[src/rtl/vga_pkg.sv]
// Shared VGA constants for the Pong video pipeline: resolution, bus widths
// and the colour values used by the drawing stages.
package vga_pkg;

    localparam int H_RES = 1024;
    localparam int V_RES = 768;
    localparam int RGB_W = 12;
    localparam int CNT_W = 11;

    localparam logic [RGB_W-1:0] COLOR_WHITE = 12'hFFF;
    localparam logic [RGB_W-1:0] COLOR_BLACK = 12'h000;

endpackage

[src/rtl/paddle_pos_ctl.sv]
// Per-frame paddle position controller. The paddle top line only changes on
// the single cycle where vertical blank rises, so a frame is never torn.
module paddle_pos_ctl
    import vga_pkg::CNT_W;
#(
    parameter int V_RES = vga_pkg::V_RES,
    parameter int PAD_H = 80,
    parameter int STEP  = 4
) (
    input  logic             pclk,
    input  logic             rst,
    input  logic             vblnk_in,
    input  logic             mode_ext,
    input  logic [CNT_W-1:0] y_ext,
    input  logic             btn_up,
    input  logic             btn_down,
    output logic [CNT_W-1:0] y_cur_o
);

    localparam logic [CNT_W-1:0] Y_MAX   = CNT_W'(V_RES - PAD_H);
    localparam logic [CNT_W-1:0] Y_INIT  = CNT_W'((V_RES - PAD_H) / 2);
    localparam logic [CNT_W-1:0] STEP_N  = CNT_W'(STEP);
    localparam logic [CNT_W:0]   STEP_W  = (CNT_W+1)'(STEP);

    logic             vblnk_q;
    logic [CNT_W-1:0] y_q;
    logic [CNT_W-1:0] y_d;
    logic             tick;
    logic [CNT_W:0]   downSum;

    // Edge-detect register and current paddle top line.
    always_ff @(posedge pclk) begin
        if (rst) begin
            vblnk_q <= 1'b0;
            y_q     <= Y_INIT;
        end else begin
            vblnk_q <= vblnk_in;
            y_q     <= y_d;
        end
    end

    // Next position: clamp external value or step with saturation, only on the frame tick.
    always_comb begin
        tick    = vblnk_in & ~vblnk_q;
        downSum = {1'b0, y_q} + STEP_W;
        y_d     = y_q;
        if (tick) begin
            if (mode_ext) begin
                y_d = (y_ext > Y_MAX) ? Y_MAX : y_ext;
            end else if (btn_up && !btn_down) begin
                y_d = (y_q < STEP_N) ? '0 : y_q - STEP_N;
            end else if (btn_down && !btn_up) begin
                y_d = (downSum > {1'b0, Y_MAX}) ? Y_MAX : downSum[CNT_W-1:0];
            end
        end
    end

    assign y_cur_o = y_q;

endmodule

[src/rtl/draw_paddle.sv]
// Paddle overlay stage: two-cycle registered pipeline that paints a
// rectangle of fixed colour over the incoming video, with the paddle top
// line supplied by the per-frame position controller.
module draw_paddle
    import vga_pkg::CNT_W;
    import vga_pkg::RGB_W;
    import vga_pkg::COLOR_WHITE;
#(
    parameter int               V_RES = vga_pkg::V_RES,
    parameter int               PAD_W = 10,
    parameter int               PAD_H = 80,
    parameter int               PAD_X = 50,
    parameter int               STEP  = 4,
    parameter logic [RGB_W-1:0] COLOR = COLOR_WHITE
) (
    input  logic             pclk,
    input  logic             rst,
    input  logic [CNT_W-1:0] hcount_in,
    input  logic [CNT_W-1:0] vcount_in,
    input  logic             hsync_in,
    input  logic             vsync_in,
    input  logic             hblnk_in,
    input  logic             vblnk_in,
    input  logic [RGB_W-1:0] rgb_in,
    input  logic             mode_ext,
    input  logic [CNT_W-1:0] y_ext,
    input  logic             btn_up,
    input  logic             btn_down,
    output logic [CNT_W-1:0] hcount_out,
    output logic [CNT_W-1:0] vcount_out,
    output logic             hsync_out,
    output logic             vsync_out,
    output logic             hblnk_out,
    output logic             vblnk_out,
    output logic [RGB_W-1:0] rgb_out,
    output logic [CNT_W-1:0] y_pos_out
);

    localparam logic [CNT_W-1:0] X_LEFT  = CNT_W'(PAD_X);
    localparam logic [CNT_W-1:0] X_RIGHT = CNT_W'(PAD_X + PAD_W);
    localparam logic [CNT_W:0]   PAD_H_W = (CNT_W+1)'(PAD_H);

    logic [CNT_W-1:0] yCur;
    logic [CNT_W:0]   padBottom;
    logic             hit_d;

    logic             hit_q;
    logic [RGB_W-1:0] rgb_q;
    logic [CNT_W-1:0] hcount_q;
    logic [CNT_W-1:0] vcount_q;
    logic             hsync_q;
    logic             vsync_q;
    logic             hblnk_q;
    logic             vblnk_q;

    paddle_pos_ctl #(
        .V_RES (V_RES),
        .PAD_H (PAD_H),
        .STEP  (STEP)
    ) u_pos_ctl (
        .pclk     (pclk),
        .rst      (rst),
        .vblnk_in (vblnk_in),
        .mode_ext (mode_ext),
        .y_ext    (y_ext),
        .btn_up   (btn_up),
        .btn_down (btn_down),
        .y_cur_o  (yCur)
    );

    // Paddle hit test; bottom edge computed one bit wider so it cannot wrap.
    always_comb begin
        padBottom = {1'b0, yCur} + PAD_H_W;
        hit_d     = (hcount_in >= X_LEFT) && (hcount_in < X_RIGHT) &&
                    (vcount_in >= yCur) && ({1'b0, vcount_in} < padBottom) &&
                    !hblnk_in && !vblnk_in;
    end

    // Stage 1: capture hit flag, upstream colour and timing.
    always_ff @(posedge pclk) begin
        if (rst) begin
            hit_q    <= 1'b0;
            rgb_q    <= '0;
            hcount_q <= '0;
            vcount_q <= '0;
            hsync_q  <= 1'b0;
            vsync_q  <= 1'b0;
            hblnk_q  <= 1'b0;
            vblnk_q  <= 1'b0;
        end else begin
            hit_q    <= hit_d;
            rgb_q    <= rgb_in;
            hcount_q <= hcount_in;
            vcount_q <= vcount_in;
            hsync_q  <= hsync_in;
            vsync_q  <= vsync_in;
            hblnk_q  <= hblnk_in;
            vblnk_q  <= vblnk_in;
        end
    end

    // Stage 2: composite paddle colour over the delayed pixel.
    always_ff @(posedge pclk) begin
        if (rst) begin
            rgb_out    <= '0;
            hcount_out <= '0;
            vcount_out <= '0;
            hsync_out  <= 1'b0;
            vsync_out  <= 1'b0;
            hblnk_out  <= 1'b0;
            vblnk_out  <= 1'b0;
        end else begin
            rgb_out    <= hit_q ? COLOR : rgb_q;
            hcount_out <= hcount_q;
            vcount_out <= vcount_q;
            hsync_out  <= hsync_q;
            vsync_out  <= vsync_q;
            hblnk_out  <= hblnk_q;
            vblnk_out  <= vblnk_q;
        end
    end

    assign y_pos_out = yCur;

endmodule

[config.mk]
export PLATFORM = sky130hd
export DESIGN_NAME = draw_paddle
export DESIGN_NICKNAME = d
export VERILOG_FILES = /design/src/rtl/vga_pkg.sv /design/src/rtl/paddle_pos_ctl.sv /design/src/rtl/draw_paddle.sv
export SDC_FILE = /design/constraint.sdc
export NUM_CORES = 1
export LEC_CHECK = 0
export ABC_AREA = 1
export BUFFER_PORTS_ARGS = -buffer_cell sky130_fd_sc_hd__buf_4
export CAP_MARGIN = 30
export CORE_MARGIN = 2
export CORE_UTILIZATION = 55
export CTS_BUF_LIST = sky130_fd_sc_hd__clkbuf_2 sky130_fd_sc_hd__clkbuf_4 sky130_fd_sc_hd__clkbuf_8
export DETAILED_ROUTE_END_ITERATION = 10
export GPL_TIMING_DRIVEN = 1
export PLACE_DENSITY = 0.83
export SLEW_MARGIN = 20
export SYNTH_ARGS = -nofsm -noshare
export SYNTH_HDL_FRONTEND = slang
export SYNTH_SLANG_ARGS = --single-unit
[constraint.sdc]
create_clock -name pclk -period 4.5 [get_ports pclk]
set_input_delay 0.45 -clock pclk [delete_from_list [all_inputs] [get_ports pclk]]
set_output_delay 0.45 -clock pclk [all_outputs]
set_load 0.01 [all_outputs]
; ---- Word level (Yosys, flattened, before mapping)
; Cells that the tools add are included.
[classes]
order_cmp = 7
n_bitwise = 2
addsub = 3
mux = 7
reduce_logical = 13
[op_table]
columns = op, n
row1 = two-way mux 11 bit, 6
row2 = adder 11 x 3 -> 12 bit (second input constant), 1
row3 = adder 11 x 7 -> 12 bit (second input constant), 1
row4 = > comparator 12 x 10 -> 1 bit (second input constant), 1
row5 = less-than comparator 11 x 12 -> 1 bit, 1
row6 = two-way mux 12 bit, 1
row7 = >= comparator 11 bit, 1
row8 = >= comparator 11 x 6 -> 1 bit (second input constant), 1
row9 = > comparator 11 x 10 -> 1 bit (second input constant), 1
row10 = less-than comparator 11 x 3 -> 1 bit (second input constant), 1
row11 = less-than comparator 11 x 6 -> 1 bit (second input constant), 1
row12 = subtractor 11 x 3 -> 11 bit (second input constant), 1
row13 = logical AND 1 bit, 7
row14 = zero test 1 bit, 4
row15 = nonzero test 3 bit, 1
row16 = AND reduction 2 bit, 1
row17 = bitwise AND 1 bit, 1
row18 = inverter 1 bit, 1
[word_totals]
in_bits = 54
regBits = 88
elab_cells = 48

; ---- Logic depth before layout (Yosys ltp)
; Gate-level depths: netlist of the first run.
[depth]
ltp_word = 6
mapped_depth = 15
ltp_nobuf = 15

; ---- Modules after synthesis
; From an unflattened synthesis of the first run, not the netlist that was laid out.
[hier_totals]
hier_cells = 535
area_unflattened_um2 = 4010.1
[modules_own_cells]
columns = mod, area_per_inst_um2, cells_per_inst, n_inst
row1 = draw_paddle, 2806.4, 346, 1
row2 = paddle_pos_ctl, 1203.7, 189, 1

; ---- Least setup slack after synthesis of the first run
; No wires, ideal clock.
[synth_timing]
path_kind = register to register
start = reg u_pos_ctl.y_q[4] (netlist: u_pos_ctl.y_cur_o[4])
end = reg hit_q
stages_incl_launch_ff = 12
n_path_buf = 0
t_arrival_ns = 1.854
slack_ns = 2.522
cell_sequence = dfxtp_1 ha_1 nor2_1 inv_1 nand3_1 xor2_1 ha_1 nand2_1 nor2_1 inv_1 o41ai_1 nor2_1
[synth_between]
elab_chain_len = 5
elab_cells_between_ends = 7
cone_classes = add/sub (1) / order compare (2) / reduce/logical (4)
[synth_rtl]
columns = element, line
row1 = start: declaration, paddle_pos_ctl.sv:26  ; logic [CNT_W-1:0] y_q;
row2 = start signal: assignment, paddle_pos_ctl.sv:38  ; y_q <= y_d;
row3 = adder 11 x 7 -> 12 bit or >= comparator 11 bit (tied branches), "draw_paddle.sv:73, draw_paddle.sv:75"
row4 = less-than comparator 11 x 12 -> 1 bit or logical AND 1 bit (tied branches), "draw_paddle.sv:75, draw_paddle.sv:74"
row5 = logical AND 1 bit * (2 in a row), draw_paddle.sv:75  ; (vcount_in >= yCur) && ({1'b0, vcount_in} < padBottom) &&
row6 = logical AND 1 bit *, draw_paddle.sv:76  ; !hblnk_in && !vblnk_in;
row7 = end signal: assignment, draw_paddle.sv:91  ; hit_q <= hit_d;
row8 = end: declaration, draw_paddle.sv:47  ; logic hit_q;
; Every way passes the cells marked *; elsewhere a longest branch is shown, timed or not.
; A chain may end at the register's enable or synchronous reset.

; ---- Final worst setup path of the first run
[layout_timing]
start = reg u_pos_ctl.y_q[6] (netlist: u_pos_ctl.y_cur_o[6])
end = reg hit_q
; Same word-level chain as after synthesis.

==> report_table.html, run 1 <==
<table>
<tr><th>Metric</th><th>Value</th></tr>
<tr><th colspan="2">Critical path</th></tr>
<tr><td>Worst Setup End Kind</td><td>register</td></tr>
<tr><td>R2R cell count</td><td>10</td></tr>
<tr><td>Largest fanout of any net on the critical path</td><td>12</td></tr>
<tr><td>Start-to-end type of the worst setup path</td><td>register to register</td></tr>
<tr><td>Required time of the critical path</td><td>4.72 ns</td></tr>
<tr><td>Worst reg2reg setup slack</td><td>between 2 and 2.5 ns</td></tr>
<tr><td>CP Launch Type</td><td>register</td></tr>
<tr><td>Worst reg2reg path endpoint</td><td>hit_q$_SDFF_PP0_</td></tr>
<tr><td>Crit path DAT</td><td>2.48 ns</td></tr>
<tr><td>RR Startpoint</td><td>u_pos_ctl.y_cur_o[6]$_SDFFE_PP1P_</td></tr>
<tr><th colspan="2">Cells and area</th></tr>
<tr><td># diodes</td><td>0</td></tr>
<tr><td>Most common cell after layout, fill and taps aside</td><td>sky130_fd_sc_hd__nor2_1</td></tr>
<tr><td>Commonest cells after routing, fill and taps aside</td><td>104 x sky130_fd_sc_hd__nor2_1, 102 x sky130_fd_sc_hd__buf_4, 98 x sky130_fd_sc_hd__inv_1</td></tr>
<tr><td>Fraction of final layout cells sized beyond drive strength 1</td><td>22.1%</td></tr>
<tr><td># nets final</td><td>683</td></tr>
<tr><td>Final core occ</td><td>71.7%</td></tr>
<tr><td>Area taken by multi-input logic gates</td><td>~0.0016 sq mm</td></tr>
<tr><td>Final std cell area, no fill</td><td>0.00487 sq mm</td></tr>
<tr><td>Layout fillers</td><td>around 560</td></tr>
<tr><td>Area growth from synthesis to final layout</td><td>26.2%</td></tr>
<tr><td>Area of all sequential standard cells</td><td>between 0.0015 and 0.002 sq mm</td></tr>
<tr><th colspan="2">Drt</th></tr>
<tr><td>Initial drt markers</td><td>127</td></tr>
<tr><td>Total wire length</td><td>roughly 8400 um</td></tr>
<tr><td>Vias per cell</td><td>4.78</td></tr>
<tr><td>DR WL/cell</td><td>~12 um</td></tr>
<tr><td>Via Count</td><td>3377</td></tr>
<tr><td>DRC violation count after routing</td><td>0</td></tr>
<tr><td>Pre-antenna DRT Iters</td><td>6</td></tr>
<tr><td>Post-route antenna net violation count</td><td>0</td></tr>
<tr><th colspan="2">Global route</th></tr>
<tr><td>Number of antenna violations at the first check in global routing</td><td>0</td></tr>
<tr><td>Gr ovfl total</td><td>0</td></tr>
<tr><td>Global-route usage over all layers</td><td>22.6%</td></tr>
<tr><td>Pin count of the biggest net entering global routing</td><td>86</td></tr>
<tr><td>Wire length of the first global-routing pass</td><td>13800 um</td></tr>
<tr><td>Vias in the first global route</td><td>3164</td></tr>
<tr><th colspan="2">Clock network</th></tr>
<tr><td>Total number of H-tree levels</td><td>3</td></tr>
<tr><td>Number of post-CTS setup repair buffers</td><td>0</td></tr>
<tr><td>Cts hold-fix bufs</td><td>0</td></tr>
<tr><td>Gates resized, CTS repair</td><td>0</td></tr>
<tr><td>Clock Latency Late Sink</td><td>~0.34 ns</td></tr>
<tr><td>Clock Sink Count</td><td>88</td></tr>
<tr><td>Clock transition at path regs</td><td>0.09 ns</td></tr>
<tr><td>Clock tree from TritonCTS</td><td>yes</td></tr>
<tr><td>TritonCTS Buffers</td><td>9</td></tr>
<tr><td>Buffer type at the clock tree root</td><td>sky130_fd_sc_hd__clkbuf_8</td></tr>
<tr><td>CTS max path bufs</td><td>2</td></tr>
<tr><th colspan="2">Placed design</th></tr>
<tr><td>Number of buffer cells added on primary ports</td><td>102</td></tr>
<tr><td>Sum of net half-perimeters after detailed placement</td><td>6390 um</td></tr>
<tr><td>Placer congestion estimate</td><td>0.906</td></tr>
<tr><td>Instance area at placement</td><td>0.00467 sq mm</td></tr>
<tr><td>Post-Place Worst Slack</td><td>2.27 ns</td></tr>
<tr><th colspan="2">Synth</th></tr>
<tr><td>Fraction of the mapped netlist area in adder cells</td><td>7.46%</td></tr>
<tr><td>Compound-Gate Fraction of Synth Area</td><td>6.71%</td></tr>
<tr><td>Combinational family with the most area after synthesis</td><td>simple AND/OR/NAND/NOR gates</td></tr>
<tr><td>Top cell type's share of synthesized area</td><td>between 40% and 50%</td></tr>
<tr><td>Leading post-synthesis cells by cell area</td><td>sky130_fd_sc_hd__dfxtp_1 46%, sky130_fd_sc_hd__nor2_1 10%, sky130_fd_sc_hd__inv_1 9.5%</td></tr>
<tr><td>Mean instance size in the synthesized netlist</td><td>between 7 and 8 sq um</td></tr>
<tr><td>Number of warning messages in the yosys log</td><td>0</td></tr>
<tr><td>Sequential element share of the synthesized area</td><td>a little under half</td></tr>
<tr><td>Number of storage elements in the synthesis netlist</td><td>88</td></tr>
<tr><td>Library cells used by synthesis</td><td>34</td></tr>
<tr><td>XOR/XNOR Fraction of Synth Area</td><td>2.69%</td></tr>
<tr><td>Area fraction in and, or, nand and nor cells after synthesis</td><td>between 20% and 30%</td></tr>
<tr><td>Most area-hungry cell type in the Yosys netlist</td><td>sky130_fd_sc_hd__dfxtp_1</td></tr>
<tr><td>Number of nets produced by synthesis</td><td>587</td></tr>
<tr><td>Post-Syn Instances</td><td>510</td></tr>
<tr><td>Mux contribution to synthesized area</td><td>0%</td></tr>
<tr><td>Cell Area, Synth</td><td>about 0.0039 sq mm</td></tr>
<tr><th colspan="2">Timing</th></tr>
<tr><td>Final critical-path share of the clock period</td><td>50.4%</td></tr>
<tr><td>Shortest period the worst path allows</td><td>approximately 2.3 ns</td></tr>
<tr><td>Worst setup margin</td><td>~2.2 ns</td></tr>
<tr><td>Slew at the pin closest to its max-slew limit</td><td>0.827 ns</td></tr>
<tr><td>Fin. max-slew vios</td><td>0</td></tr>
<tr><td>TNS Setup</td><td>0 ns</td></tr>
<tr><td>Max Clock Freq</td><td>441 MHz</td></tr>
<tr><td>Final setup vio count</td><td>0</td></tr>
<tr><td>Rel. slew slack</td><td>44.9%</td></tr>
<tr><td>RSZ-0062 raised after global routing</td><td>no</td></tr>
<tr><td>Final Hold Vio Count</td><td>0</td></tr>
<tr><td>Worst Skew</td><td>around 0.013 ns</td></tr>
<tr><th colspan="2">Floorplan</th></tr>
<tr><td>DIE WIDTH</td><td>just under 90 um</td></tr>
<tr><td>Die Footprint</td><td>0.00770 sq mm</td></tr>
<tr><td>Std-Cell Core Area</td><td>0.00679 sq mm</td></tr>
<tr><td>Vertical die dimension</td><td>87.8 um</td></tr>
<tr><td>Row Count</td><td>30</td></tr>
<tr><td>Top-level port count</td><td>slightly above 100</td></tr>
<tr><td>Starting Density</td><td>56.8%</td></tr>
<tr><th colspan="2">Status</th></tr>
<tr><td>Outcome</td><td>finished clean</td></tr>
<tr><th colspan="2">Hold path</th></tr>
<tr><td>Class of the most critical hold timing path</td><td>input pin to register</td></tr>
<tr><td>Cell depth of the worst hold path</td><td>3</td></tr>
<tr><td>Start point of the worst min-delay path</td><td>rgb_in[6]</td></tr>
<tr><td>Endpoint with the worst hold slack</td><td>rgb_q[6]$_SDFF_PP0_</td></tr>
<tr><th colspan="2">Job</th></tr>
<tr><td>Number of max-capacitance violations reported</td><td>0</td></tr>
<tr><th colspan="2">Pwr</th></tr>
<tr><td>Pwr/cell area</td><td>roughly 340 mW/mm^2</td></tr>
<tr><td>Largest vdd supply drop</td><td>189 uV</td></tr>
<tr><td>Leakage component of the power</td><td>2.49 nW</td></tr>
</table>
metal layers:
layer	global-route usage, %	up-vias	routed length [um]	share of wire [%]
met4	8.81	0	185	2.2
met3	4.71	16	542	6.5
met1	27.5	1483	3560	43
met2	39.0	115	4080	49
met5	0	-	0	0
li1	-	1763	-	-
how the worst max path moves through the flow:
stage / cells past startpoint / endpoint / start
6_report: 10 / hit_q$_SDFF_PP0_ / u_pos_ctl.y_cur_o[6]$_SDFFE_PP1P_
5_1_grt: 10 / hit_q$_SDFF_PP0_ / u_pos_ctl.y_cur_o[6]$_SDFFE_PP1P_
4_1_cts: 10 / hit_q$_SDFF_PP0_ / u_pos_ctl.y_cur_o[6]$_SDFFE_PP1P_
3_5_place_dp: 10 / hit_q$_SDFF_PP0_ / u_pos_ctl.y_cur_o[6]$_SDFFE_PP1P_
3_3_place_gp: 11 / hit_q$_SDFF_PP0_ / u_pos_ctl.y_cur_o[4]$_SDFFE_PP1P_
2_1_floorplan: 11 / hit_q$_SDFF_PP0_ / u_pos_ctl.y_cur_o[4]$_SDFFE_PP1P_
report_power, final:
part / internal [W] / switching, W
registers: 0.000817 / 0.0000244
logic: 0.000119 / 0.000147
clock network: 0.000275 / 0.000276
total: 0.00121 / 0.000447
cell usage after synthesis:
cell type,instances
sky130_fd_sc_hd__inv_2,1
sky130_fd_sc_hd__inv_4,1
sky130_fd_sc_hd__nor2_4,3
sky130_fd_sc_hd__a21oi_1,20
sky130_fd_sc_hd__nor3_2,1
sky130_fd_sc_hd__o41ai_1,1
sky130_fd_sc_hd__nand4_1,12
sky130_fd_sc_hd__xor2_2,1
sky130_fd_sc_hd__nor4_1,4
sky130_fd_sc_hd__inv_1,98
sky130_fd_sc_hd__nor2_1,104
sky130_fd_sc_hd__o2111ai_1,1
sky130_fd_sc_hd__clkbuf_1,11
sky130_fd_sc_hd__nand2_1,63
sky130_fd_sc_hd__nand3_2,1
sky130_fd_sc_hd__a211oi_1,1
sky130_fd_sc_hd__a31oi_1,2
sky130_fd_sc_hd__ha_1,23
sky130_fd_sc_hd__o21ai_0,12
sky130_fd_sc_hd__nand3_1,25
sky130_fd_sc_hd__nand2_2,5
sky130_fd_sc_hd__buf_4,3
sky130_fd_sc_hd__o221ai_1,1
sky130_fd_sc_hd__a21oi_2,2
sky130_fd_sc_hd__buf_2,2
sky130_fd_sc_hd__o21a_1,2
sky130_fd_sc_hd__xor2_1,10
sky130_fd_sc_hd__or2_1,1
sky130_fd_sc_hd__dfxtp_1,88
sky130_fd_sc_hd__buf_1,1
sky130_fd_sc_hd__nand4_2,1
sky130_fd_sc_hd__a2111oi_2,1
sky130_fd_sc_hd__nor3_1,7
sky130_fd_sc_hd__o21ai_1,1
state kept, by name, indices dropped and copies added, names as in the netlist, 11 cells and up:
signal and flops:
rgb_out 12, rgb_q 12, hcount_out 11, hcount_q 11, u_pos_ctl.y_cur_o 11, vcount_out 11, vcount_q 11
metrics by stage:
step                total power, W  std cells  hold WS (ns)
floorplan                  0.00102        510         0.388
global placement           0.00112        691         0.391
detailed placement         0.00112        691         0.392
CTS                        0.00167        707         0.300
global route               0.00174        707         0.308
finish                     0.00166        707         0.308
critical path, cell delays in order, from the launching register on:
cell and delay [ns]:
sky130_fd_sc_hd__dfxtp_1 0.59, sky130_fd_sc_hd__inv_1 0.20, sky130_fd_sc_hd__nand2_1 0.16, sky130_fd_sc_hd__nand2_1 0.08, sky130_fd_sc_hd__xor2_1 0.14, sky130_fd_sc_hd__ha_1 0.32, sky130_fd_sc_hd__nand2_1 0.06, sky130_fd_sc_hd__nor2_1 0.09
sky130_fd_sc_hd__inv_1 0.06, sky130_fd_sc_hd__o41ai_1 0.37, sky130_fd_sc_hd__nor2_1 0.07
layout make-up:
type                       instances  area share [%]
multi-input combinational        305            33.7
tap                               96            2.47
inverter                         100            7.76
clock buffer                      10            2.83
sequential                        88            36.2
timing repair buffer             102            15.7
clock inverter                     6            1.36
logic make-up (layout without fill, tap and decap cells):
| family | count (synthesis) | after routing |
|---|---|---|
| AOI/OAI and AO/OA | 44 | 44 |
| xor gates and xnor gates | 11 | 11 |
| adders and majority gates | 23 | 23 |
| buffers and inverters | 117 | 218 |
| DFF | 88 | 88 |
| and+or+nand+nor | 227 | 227 |
Note: power is estimated with default switching activity, not from simulation.
==> run 2: changes to the inputs <==
--- a/config.mk
+++ b/config.mk
@@ -5,15 +5,15 @@
 export SDC_FILE = /design/constraint.sdc
 export NUM_CORES = 1
 export LEC_CHECK = 0
-export ABC_AREA = 1
+export ABC_AREA = 0
 export BUFFER_PORTS_ARGS = -buffer_cell sky130_fd_sc_hd__buf_4
 export CAP_MARGIN = 30
 export CORE_MARGIN = 2
-export CORE_UTILIZATION = 55
+export CORE_UTILIZATION = 54
 export CTS_BUF_LIST = sky130_fd_sc_hd__clkbuf_2 sky130_fd_sc_hd__clkbuf_4 sky130_fd_sc_hd__clkbuf_8
 export DETAILED_ROUTE_END_ITERATION = 10
 export GPL_TIMING_DRIVEN = 1
-export PLACE_DENSITY = 0.83
+export PLACE_DENSITY = 0.82
 export SLEW_MARGIN = 20
 export SYNTH_ARGS = -nofsm -noshare
 export SYNTH_HDL_FRONTEND = slang
==> constraint.sdc (replaced) <==
create_clock -name pclk -period 2.2 [get_ports pclk]
set_input_delay 0.22 -clock pclk [delete_from_list [all_inputs] [get_ports pclk]]
set_output_delay 0.22 -clock pclk [all_outputs]
set_load 0.01 [all_outputs]
==> report_table.html, run 2 <==
<table>
<tr><th>Metric</th><th>Value</th></tr>
<tr><th colspan="2">Timing</th></tr>
<tr><td>Slew at the pin closest to its max-slew limit</td><td>0.776 ns</td></tr>
<tr><td>Worst setup margin</td><td>0.0449 ns</td></tr>
<tr><td>RSZ-0062 raised after global routing</td><td>yes</td></tr>
<tr><td>Final setup vio count</td><td>0</td></tr>
<tr><td>Fin. max-slew vios</td><td>0</td></tr>
<tr><td>Rel. slew slack</td><td>roughly half</td></tr>
<tr><td>Max Clock Freq</td><td>around 460 MHz</td></tr>
<tr><td>TNS Setup</td><td>0 ns</td></tr>
<tr><td>Worst Skew</td><td>between 0.002 and 0.003 ns</td></tr>
<tr><td>Final critical-path share of the clock period</td><td>slightly below 100%</td></tr>
<tr><td>Final Hold Vio Count</td><td>0</td></tr>
<tr><td>Shortest period the worst path allows</td><td>2.16 ns</td></tr>
<tr><th colspan="2">Synth</th></tr>
<tr><td>Dominant register cell in the synthesized netlist</td><td>sky130_fd_sc_hd__dfxtp_1</td></tr>
<tr><td>Library cells used by synthesis</td><td>57</td></tr>
<tr><td>Number of nets produced by synthesis</td><td>488</td></tr>
<tr><td>Most area-hungry cell type in the Yosys netlist</td><td>sky130_fd_sc_hd__dfxtp_1</td></tr>
<tr><td>Count of flip-flops with a built-in enable after synthesis</td><td>0</td></tr>
<tr><td>Leading cell type by number of instances after synthesis</td><td>sky130_fd_sc_hd__dfxtp_1</td></tr>
<tr><td>Number of storage elements in the synthesis netlist</td><td>88</td></tr>
<tr><td>Fraction of registers with async set/reset</td><td>0%</td></tr>
<tr><td>Number of warning messages in the yosys log</td><td>0</td></tr>
<tr><td>Top cell type's share of synthesized area</td><td>46.3%</td></tr>
<tr><td>Mean instance size in the synthesized netlist</td><td>9.26 sq um</td></tr>
<tr><td>Leading post-synthesis cells by cell area</td><td>sky130_fd_sc_hd__dfxtp_1 46%, sky130_fd_sc_hd__nor2b_1 11%, sky130_fd_sc_hd__ha_1 7.6%</td></tr>
<tr><td>Sequential element share of the synthesized area</td><td>46.3%</td></tr>
<tr><td>Post-Syn Instances</td><td>between 400 and 500</td></tr>
<tr><td>Top cells by count, synth</td><td>88 x sky130_fd_sc_hd__dfxtp_1, 65 x sky130_fd_sc_hd__nor2b_1, 41 x sky130_fd_sc_hd__nor2_1, 23 x sky130_fd_sc_hd__ha_1</td></tr>
<tr><td>Cell Area, Synth</td><td>0.00381 sq mm</td></tr>
<tr><th colspan="2">Clock network</th></tr>
<tr><td>Clock Sink Count</td><td>88</td></tr>
<tr><td>CTS max path bufs</td><td>2</td></tr>
<tr><td>Total number of H-tree levels</td><td>3</td></tr>
<tr><td>Buffer type at the clock tree root</td><td>sky130_fd_sc_hd__clkbuf_8</td></tr>
<tr><td>Clock Latency Late Sink</td><td>between 0.3 and 0.4 ns</td></tr>
<tr><td>TritonCTS Buffers</td><td>9</td></tr>
<tr><td>Clock transition at path regs</td><td>0.09 ns</td></tr>
<tr><td>Clock tree from TritonCTS</td><td>yes</td></tr>
<tr><th colspan="2">Global route</th></tr>
<tr><td>Global-route usage over all layers</td><td>23.6%</td></tr>
<tr><td>Vias in the first global route</td><td>3062</td></tr>
<tr><td>Number of antenna violations at the first check in global routing</td><td>0</td></tr>
<tr><td>Gr ovfl total</td><td>0</td></tr>
<tr><td>Wire length of the first global-routing pass</td><td>14100 um</td></tr>
<tr><td>Pin count of the biggest net entering global routing</td><td>80</td></tr>
<tr><th colspan="2">Cells and area</th></tr>
<tr><td>Commonest cells after routing, fill and taps aside</td><td>130 x sky130_fd_sc_hd__buf_4, 81 x sky130_fd_sc_hd__dfxtp_1, 65 x sky130_fd_sc_hd__nor2b_1</td></tr>
<tr><td>Fraction of final layout cells sized beyond drive strength 1</td><td>32.5%</td></tr>
<tr><td>Area of all sequential standard cells</td><td>0.00178 sq mm</td></tr>
<tr><td>Largest registers</td><td>rgb_out: 12 flops, rgb_q: 12 flops</td></tr>
<tr><td>Final core occ</td><td>75.3%</td></tr>
<tr><td>Layout fillers</td><td>459</td></tr>
<tr><td>Area taken by multi-input logic gates</td><td>0.00199 sq mm</td></tr>
<tr><td>Most common cell after layout, fill and taps aside</td><td>sky130_fd_sc_hd__buf_4</td></tr>
<tr><td>Area growth from synthesis to final layout</td><td>34.4%</td></tr>
<tr><td># diodes</td><td>0</td></tr>
<tr><td># nets final</td><td>605</td></tr>
<tr><th colspan="2">Floorplan</th></tr>
<tr><td>Die Footprint</td><td>0.00774 sq mm</td></tr>
<tr><td>Top-level port count</td><td>103</td></tr>
<tr><td>Vertical die dimension</td><td>88.0 um</td></tr>
<tr><td>DIE WIDTH</td><td>roughly 90 um</td></tr>
<tr><td>Std-Cell Core Area</td><td>0.00679 sq mm</td></tr>
<tr><td>Starting Density</td><td>56.0%</td></tr>
<tr><td>Row Count</td><td>30</td></tr>
<tr><th colspan="2">Drt</th></tr>
<tr><td>Highest layer used for signal routing</td><td>met4</td></tr>
<tr><td>DRC violation count after routing</td><td>0</td></tr>
<tr><td>Total wire length</td><td>9030 um</td></tr>
<tr><td>Amount of wire on met2 after detailed routing</td><td>4520 um</td></tr>
<tr><td>Pre-antenna DRT Iters</td><td>4</td></tr>
<tr><td>Post-route antenna net violation count</td><td>0</td></tr>
<tr><td>Initial drt markers</td><td>152</td></tr>
<tr><td>DR WL/cell</td><td>14.4 um</td></tr>
<tr><td>Via Count</td><td>roughly 3400</td></tr>
<tr><td>Vias per cell</td><td>5.33</td></tr>
<tr><td>Met3 Wirelength</td><td>586 um</td></tr>
<tr><td>Routed length on met1</td><td>roughly 3800 um</td></tr>
<tr><th colspan="2">Pwr</th></tr>
<tr><td>Leakage component of the power</td><td>about 2.2 nW</td></tr>
<tr><td>Largest vdd supply drop</td><td>309 uV</td></tr>
<tr><td>Pwr/cell area</td><td>between 600 and 700 mW/mm^2</td></tr>
<tr><th colspan="2">Critical path</th></tr>
<tr><td>CP Launch Type</td><td>register</td></tr>
<tr><td>R2R cell count</td><td>8</td></tr>
<tr><td>Worst Setup End Kind</td><td>register</td></tr>
<tr><td>RR Startpoint</td><td>u_pos_ctl.y_cur_o[4]$_SDFFE_PP1P_</td></tr>
<tr><td>Crit path DAT</td><td>2.42 ns</td></tr>
<tr><td>Required time of the critical path</td><td>2.47 ns</td></tr>
<tr><td>Worst reg2reg path endpoint</td><td>hit_q$_SDFF_PP0_</td></tr>
<tr><td>Worst reg2reg setup slack</td><td>around 0.045 ns</td></tr>
<tr><td>Start-to-end type of the worst setup path</td><td>register to register</td></tr>
<tr><td>Largest fanout of any net on the critical path</td><td>3</td></tr>
<tr><th colspan="2">Placed design</th></tr>
<tr><td>Number of buffer cells added on primary ports</td><td>102</td></tr>
<tr><td>Sum of net half-perimeters after detailed placement</td><td>6720 um</td></tr>
<tr><td>Placer congestion estimate</td><td>0.909</td></tr>
<tr><td>Post-Place Worst Slack</td><td>-0.0712 ns</td></tr>
<tr><th colspan="2">Hold path</th></tr>
<tr><td>Start point of the worst min-delay path</td><td>rgb_in[7]</td></tr>
<tr><td>Endpoint with the worst hold slack</td><td>rgb_q[7]$_SDFF_PP0_</td></tr>
<tr><td>Class of the most critical hold timing path</td><td>input pin to register</td></tr>
<tr><td>Cell depth of the worst hold path</td><td>2</td></tr>
<tr><th colspan="2">Job</th></tr>
<tr><td>Number of max-capacitance violations reported</td><td>0</td></tr>
<tr><th colspan="2">Status</th></tr>
<tr><td>Outcome</td><td>finished clean</td></tr>
</table>
## run 2: changes by cell type in the layout (fill, tap and decap cells not counted), sizes merged, moves of 9 or more
cell	previous run	this run
nand2	68	13
nand3	26	9
xor2	11	1
buf	102	130
nor2b	0	65
inv	102	16
xnor2	0	9
nor2	107	41
## run 2: power by group
group | switching [W] | internal (W)
Combinational | 0.000314 | 0.000308
Sequential | 0.0000313 | 0.00167
Clock | 0.000639 | 0.000447
## run 2: metrics by stage
step	hold WS, ns	total power [W]	instances	cell area, sq um
4_1_cts	0.0621	0.00342	628	5060
3_3_place_gp	0.415	0.00232	612	4850
5_1_grt	0.0613	0.00358	629	5110
2_1_floorplan	0.339	0.00208	411	3880
3_5_place_dp	0.422	0.00234	612	4850
6_report	0.0721	0.00341	629	5110
## run 2: logic make-up after synthesis
logic type      synth area share, %
simple gates                   23.9
flops                          46.3
compound gates                 14.9
buf+inv                        4.04
fa+ha+maj                      7.56
xor+xnor                       2.30
mux                            1.05
## run 2: timing repair
action | CTS | global route
pin swaps | 0 | 1
buffers inserted | 0 | 1
endpoints found under the setup margin | 2 | 7
resized for setup | 3 | 11
hold buffers | 0 | 0
## run 2: worst max-delay path by stage
stage	start	endpoint	slack [ns]	cells after the start
floorplan	u_pos_ctl.y_cur_o[6]$_SDFFE_PP1P_	hit_q$_SDFF_PP0_	-0.01	9
finish	u_pos_ctl.y_cur_o[4]$_SDFFE_PP1P_	hit_q$_SDFF_PP0_	0.04	8
detailed placement	u_pos_ctl.y_cur_o[5]$_SDFFE_PP0P_	hit_q$_SDFF_PP0_	-0.07	8
global placement	u_pos_ctl.y_cur_o[5]$_SDFFE_PP0P_	hit_q$_SDFF_PP0_	0.08	8
global route	u_pos_ctl.y_cur_o[4]$_SDFFE_PP1P_	u_pos_ctl.y_cur_o[5]$_SDFFE_PP0P_	-0.06	7
CTS	u_pos_ctl.y_cur_o[8]$_SDFFE_PP1P_	hit_q$_SDFF_PP0_	0.002	8
## run 2: layer usage
metal  track usage, %  up-vias
li1                 -     1662
met1             30.0     1554
met2             39.0      124
met3             5.28       14
met4             8.95        0
met5                0        -
## run 2: worst max-delay path, stage by stage (launching register included)
cell and delay (ns):
sky130_fd_sc_hd__dfxtp_4 0.37, sky130_fd_sc_hd__a21oi_2 0.22, sky130_fd_sc_hd__nor3_4 0.06, sky130_fd_sc_hd__xnor2_1 0.13
sky130_fd_sc_hd__ha_1 0.34, sky130_fd_sc_hd__and4_1 0.21, sky130_fd_sc_hd__a2111oi_2 0.34, sky130_fd_sc_hd__o31ai_1 0.12
sky130_fd_sc_hd__a221oi_1 0.28
## run 2: layout make-up
class,instances,share of cell area [%]
clock inverters,7,1.47
well taps,96,2.35
clock buffers,9,2.42
flip-flops and latches,88,34.7
repair buffers,130,19.1
multi-input cells,285,38.8
inverters,14,1.13
